$ cat config.mk
export PLATFORM = sky130hd
export DESIGN_NAME = commit_trace_fifo
export DESIGN_NICKNAME = d
export VERILOG_FILES = /design/src/rtl/riscv_pkg.sv /design/src/rtl/trace_pkg.sv /design/src/rtl/trace_compact.sv /design/src/rtl/commit_trace_fifo.sv
export SDC_FILE = /design/constraint.sdc
export NUM_CORES = 2
export LEC_CHECK = 0
export BUFFER_PORTS_ARGS = -buffer_cell sky130_fd_sc_hd__buf_4
export CORE_ASPECT_RATIO = 0.75
export CORE_MARGIN = 5
export CORE_UTILIZATION = 63
export DETAILED_ROUTE_END_ITERATION = 7
export PLACE_DENSITY = 0.85
export SLEW_MARGIN = 20
export SYNTH_ARGS = -nofsm -noshare
export SYNTH_HDL_FRONTEND = slang
export SYNTH_HIERARCHICAL = 1
export SYNTH_SLANG_ARGS = --single-unit
$ cat constraint.sdc
create_clock -name clk_i -period 14.02 [get_ports clk_i]
set_clock_uncertainty 0.2 [all_clocks]
set_input_delay 4.206 -clock clk_i [delete_from_list [all_inputs] [get_ports clk_i]]
set_output_delay 4.206 -clock clk_i [all_outputs]
set_load 0.01 [all_outputs]
$ cat src/rtl/riscv_pkg.sv
// Core-wide RISC-V constants shared by trace and retire logic.
package riscv_pkg;
  localparam int unsigned XLEN = 32;
endpackage

$ cat src/rtl/trace_pkg.sv
// Commit-trace record format and widths.
// Optional feature: define TRACE_SEQ_EN to add a 32-bit retire sequence index to each record.
package trace_pkg;
  localparam int unsigned DropCntW = 16;
  localparam int unsigned SeqW     = 32;

  typedef struct packed {
    logic [riscv_pkg::XLEN-1:0] pc;
    logic [riscv_pkg::XLEN-1:0] instr;
    logic [4:0]                 reg_addr;
    logic [riscv_pkg::XLEN-1:0] reg_data;
    logic [riscv_pkg::XLEN-1:0] mem_addr;
    logic [riscv_pkg::XLEN-1:0] mem_data;
    logic                       mem_wrt;
`ifdef TRACE_SEQ_EN
    logic [SeqW-1:0]            seq;
`endif
  } trace_rec_t;
endpackage

$ cat src/rtl/trace_compact.sv
// Exclusive prefix sum over retire-valid lanes: each active lane's slot offset
// within the group, plus the group's total record count.
module trace_compact #(
  parameter int unsigned IssueWidth = 2
) (
  input  logic [IssueWidth-1:0]                              update_i,
  output logic [IssueWidth-1:0][$clog2(IssueWidth+1)-1:0]    offset_o,
  output logic [$clog2(IssueWidth+1)-1:0]                    popcount_o
);
  localparam int unsigned OffW = $clog2(IssueWidth + 1);

  logic [OffW-1:0] acc;

  // NOTE: blocking assignments here are intentional -- acc is a running sum
  // that must be read back within the same evaluation of the loop.
  always_comb begin
    acc = '0;
    for (int l = 0; l < IssueWidth; l++) begin
      offset_o[l] = acc;
      acc         = acc + OffW'(update_i[l]);
    end
    popcount_o = acc;
  end
endmodule

$ cat src/rtl/commit_trace_fifo.sv
// Multi-lane commit trace FIFO: retiring lanes are packed in program order into a
// circular buffer and drained one record per handshake. Optional: TRACE_SEQ_EN.
module commit_trace_fifo
  import riscv_pkg::*;
  import trace_pkg::*;
#(
  parameter int unsigned IssueWidth = 2,
  parameter int unsigned Depth      = 16
) (
  input  logic                             clk_i,
  input  logic                             rstn_i,
  input  logic [IssueWidth-1:0]            update_i,
  input  logic [IssueWidth-1:0][XLEN-1:0]  pc_i,
  input  logic [IssueWidth-1:0][XLEN-1:0]  instr_i,
  input  logic [IssueWidth-1:0][XLEN-1:0]  reg_data_i,
  input  logic [IssueWidth-1:0][XLEN-1:0]  mem_addr_i,
  input  logic [IssueWidth-1:0][XLEN-1:0]  mem_data_i,
  input  logic [IssueWidth-1:0][4:0]       reg_addr_i,
  input  logic [IssueWidth-1:0]            mem_wrt_i,
  input  logic                             flush_i,
  output logic                             trc_valid_o,
  input  logic                             trc_ready_i,
  output trace_rec_t                       trc_rec_o,
  output logic [$clog2(Depth):0]           count_o,
  output logic                             overflow_o,
  output logic [DropCntW-1:0]              drop_cnt_o
);
  localparam int unsigned AW   = $clog2(Depth);
  localparam int unsigned CW   = AW + 1;
  localparam int unsigned OffW = $clog2(IssueWidth + 1);

  logic [AW-1:0]                  wr_ptr, rd_ptr;
  logic [CW-1:0]                  count;
  logic [IssueWidth-1:0][OffW-1:0] lane_off;
  logic [OffW-1:0]                push_num;
  logic [CW-1:0]                  free_slots;
  logic                           pop, has_push, accept, drop;
  trace_rec_t                     lane_rec [IssueWidth];
  trace_rec_t                     mem      [Depth];

  trace_compact #(.IssueWidth(IssueWidth)) u_compact (
    .update_i   (update_i),
    .offset_o   (lane_off),
    .popcount_o (push_num)
  );

  // A pop in the same cycle frees a slot for the incoming group.
  assign pop        = trc_valid_o && trc_ready_i;
  assign free_slots = CW'(Depth) - count + CW'(pop);
  assign has_push   = |update_i;
  assign accept     = has_push && !flush_i && (CW'(push_num) <= free_slots);
  assign drop       = has_push && !flush_i && !accept;

`ifdef TRACE_SEQ_EN
  logic [SeqW-1:0] seq_cnt;

  always_ff @(posedge clk_i or negedge rstn_i) begin
    if (!rstn_i) begin
      seq_cnt <= '0;
    end else if (accept) begin
      seq_cnt <= seq_cnt + SeqW'(push_num);
    end
  end
`endif

  always_comb begin
    for (int l = 0; l < IssueWidth; l++) begin
      lane_rec[l]          = '0;
      lane_rec[l].pc       = pc_i[l];
      lane_rec[l].instr    = instr_i[l];
      lane_rec[l].reg_addr = reg_addr_i[l];
      lane_rec[l].reg_data = (reg_addr_i[l] == 5'd0) ? '0 : reg_data_i[l];
      lane_rec[l].mem_addr = mem_addr_i[l];
      lane_rec[l].mem_data = mem_data_i[l];
      lane_rec[l].mem_wrt  = mem_wrt_i[l];
`ifdef TRACE_SEQ_EN
      lane_rec[l].seq      = seq_cnt + SeqW'(lane_off[l]);
`endif
    end
  end

  // NOTE: the record array has no reset; validity is tracked solely by the
  // pointers and count, so clearing storage would only cost flops.
  always_ff @(posedge clk_i) begin
    if (accept) begin
      for (int l = 0; l < IssueWidth; l++) begin
        if (update_i[l]) begin
          mem[wr_ptr + AW'(lane_off[l])] <= lane_rec[l];
        end
      end
    end
  end

  always_ff @(posedge clk_i or negedge rstn_i) begin
    if (!rstn_i) begin
      wr_ptr <= '0;
      rd_ptr <= '0;
      count  <= '0;
    end else if (flush_i) begin
      wr_ptr <= '0;
      rd_ptr <= '0;
      count  <= '0;
    end else begin
      if (pop) begin
        rd_ptr <= rd_ptr + AW'(1);
      end
      if (accept) begin
        wr_ptr <= wr_ptr + AW'(push_num);
      end
      count <= count - CW'(pop) + (accept ? CW'(push_num) : CW'(0));
    end
  end

  // Drop accounting survives flush; only reset clears it.
  always_ff @(posedge clk_i or negedge rstn_i) begin
    if (!rstn_i) begin
      overflow_o <= 1'b0;
      drop_cnt_o <= '0;
    end else if (drop) begin
      overflow_o <= 1'b1;
      if (drop_cnt_o != '1) begin
        drop_cnt_o <= drop_cnt_o + DropCntW'(1);
      end
    end
  end

  assign trc_valid_o = (count != '0);
  assign trc_rec_o   = mem[rd_ptr];
  assign count_o     = count;
endmodule
==> results.ini <==
[outcome]
status = finished, final reports clean

[synth]
synthArstFlopShare = 0.0112
ys_ff_latch = 2686
syn_area_um2 = 135000
ys_seq_area_frac = 0.598
ys_top_cells_by_count = 2656 x edfxtp_1, 1455 x mux2_1, 830 x mux4_2
ys_warn_count = 6
syn_area_per_cell_um2 = 18.5
yosysMostFrequentCell = edfxtp_1
synth_edf_count = 2656
synth.top_cells.by_area = edfxtp_1 59%, mux4_2 14%, mux2_1 12%
synth-main-ff-cell = edfxtp_1
synth_top_cell_by_area = edfxtp_1
synth_cell_types = 51
netlist.area_leader.share = 0.592
syn-instance-count = 7282

[setup_path]
r2r_end = mem[7][62]$_DFFE_PP_
endpoint_kind = output port
rrSetupSlack_ns = 7.14
cp_num_buf_inv = 3
path_class = flip-flop to output port
path_cells = buf_4 > buf_4 > mux4_2 > mux4_2 > buf_4
cpPeakStageDelay_ns = 0.93
crit_path_frequent_cell = buf_4
cp-start-kind = flip-flop
slowest_stage = dfrtp_4
regToRegStartpoint = count_o[3]$_DFF_PN0_
critPathMaxFanout = 47
cp_data_arrival_time_ns = 4.92
reg2reg_depth = 17
crit_family = buffers and inverters
crit_required_ns = 9.61

[power_and_ir_drop]
ir_worst_vdd_mv = 0.156
fin_total_pwr_mw = 22.7
powerDensity_nw_per_um2 = 153
power.leakage_nw = 46.2

[timing]
post-route-period-util = 0.665
tightest_slew_ns = 1.19
rsz0062_at_grt = no
setup_viol = 0
max_freq_mhz = 107
slew_viol_final = 0
slew_headroom = 0.207
tns_ns = 0
fin_crit_ns = 9.33
finalHoldViolations = 0

[clock_tree]
h-tree-depth = 5
cts.sinks = 2686
cts_made_buffers = 267
holdBufCountCts = 0
ctsResizeCount = 0
clock_path_buffers = 4
clkTransAtPathRegs_ns = 0.07
clk_latency_ns = 0.82
cts_tree = done
root_buffer = clkbuf_16
postCtsSetupRepairBufs = 0

[route]
via_per_inst = 7.18
routedWlPerCell_um = 35.5
drtPass1Iterations = 6
detail-route-antenna-nets = 0
drc = 0
wirelength_um = 371000
drt-initial-drc-count = 10700
dr_total_vias = 75100

[placed_design]
place_inst = 9941
place_congestion = 0.796
placed_area_um2 = 140000
portBuffers = 526
dp_hpwl_um = 191000

[min_path]
min_from = overflow_o$_DFFE_PN0P_
min_to = overflow_o$_DFFE_PN0P_
holdPathStages = 1
hold_class = flip-flop to flip-flop

[finish]
finalNetCount = 7742
final_cells = 10500
post-route-cell-area_um2 = 148000
syn_to_final_growth_pct = 9.96
drive_gt1_frac = 0.340

[global_route]
grt.overflow.total = 0
grt_util_all_layers = 0.333
grt_pass1_vias = 77100
grt_start_max_net_pins = 140
grt_pass1_wl_um = 543000
antenna_found_initial = 68

[floorplanning]
die_h_um = 410
rows = 147
pin_count = 527
core_um2 = 213000
dieArea_um2 = 223000
start_util = 0.631
die_w_um = 544

[flow_run]
maxCapViolCount = 0

area by class of cell:
cell class              count  area, um2
diodes                     59        148
well taps                2831       3540
inverters                  19       71.3
repair buffers            653       5390
fillers                 13000      65300
flip-flops and latches   2686      80500
multi-input cells        3753      50100
clock inverters           134       1260
clock buffers             330       7070
cells in the final DEF, fill, tap and decap left out, types with 26 or more instances in the layout:
cell type / instances
edfxtp_1: 2656
clkbuf_1: 56
nand2_1: 85
mux2_2: 693
mux4_2: 830
mux2_1: 1455
clkinv_2: 36
dfrtp_1: 26
diode_2: 59
clkbuf_16: 274
buf_12: 37
clkinv_1: 54
mux2i_1: 512
buf_4: 615
cell families after synthesis:
logic type                 share of synthesized area
adders and majority gates                    0.00245
buffers and inverters                         0.0318
DFF                                            0.598
xor gates and xnor gates                     0.00228
muxes                                          0.356
AOI/OAI and AO/OA                            0.00174
and+or+nand+nor                              0.00758
other                                      0.0000278
power by group:
| part | total (mW) | switching [mW] | internal (mW) |
|---|---|---|---|
| combinational | 5.71 | 3.12 | 2.59 |
| sequential | 9.89 | 0.197 | 9.69 |
| clock | 7.07 | 3.06 | 4.01 |
| total | 22.7 | 6.37 | 16.3 |
metrics by stage:
stage	hold slack, ns	setup WS, ns	utilization
after floorplan	0.304	-0.672	-
after global placement	0.252	4.16	0.654
after detailed placement	0.263	4.32	0.654
after CTS	0.287	4.48	0.693
after global routing	0.324	4.27	0.694
final	0.285	4.69	0.694
flip-flops by register name, indices dropped and copies added (netlist names):
register and count:
wr_ptr 4, count_o 5, rd_ptr 4, overflow_o 1
drop_cnt_o 16, mem 2656
worst max-delay path by stage:
stage,to,from,slack (ns),cells past startpoint
floorplan,mem[4][0]$_DFFE_PP_,trc_ready_i,-0.67,12
global placement,mem[7][38]$_DFFE_PP_,trc_ready_i,4.16,15
detailed placement,mem[7][58]$_DFFE_PP_,trc_ready_i,4.32,15
CTS,trc_rec_o[46],rd_ptr[0]$_DFFE_PN0P_,4.48,5
global route,trc_rec_o[46],rd_ptr[0]$_DFFE_PN0P_,4.27,5
finish,trc_rec_o[46],rd_ptr[0]$_DFFE_PN0P_,4.69,5
worst register-to-register path: stages (launching register included):
cell      delay (ns)
dfrtp_1         0.46
inv_1           0.11
ha_1            0.20
or4b_2          0.63
nand2_1         0.15
ha_1            0.20
inv_1           0.06
ha_1            0.29
inv_1           0.06
ha_1            0.30
a21oi_1         0.34
nor3_2          0.09
buf_4           0.30
nor4_4          0.31
buf_4           0.82
o21bai_4        0.29
buf_4           0.75
buf_4           0.90
metal layers:
layer / routed length (um) / up-vias / global-route usage
li1: - / 29800 / -
met1: 137000 / 39500 / 0.466
met2: 178000 / 4997 / 0.518
met3: 42700 / 764 / 0.0747
met4: 14000 / 30 / 0.129
met5: 215 / - / 0
Note: power is estimated with default switching activity, not from simulation.
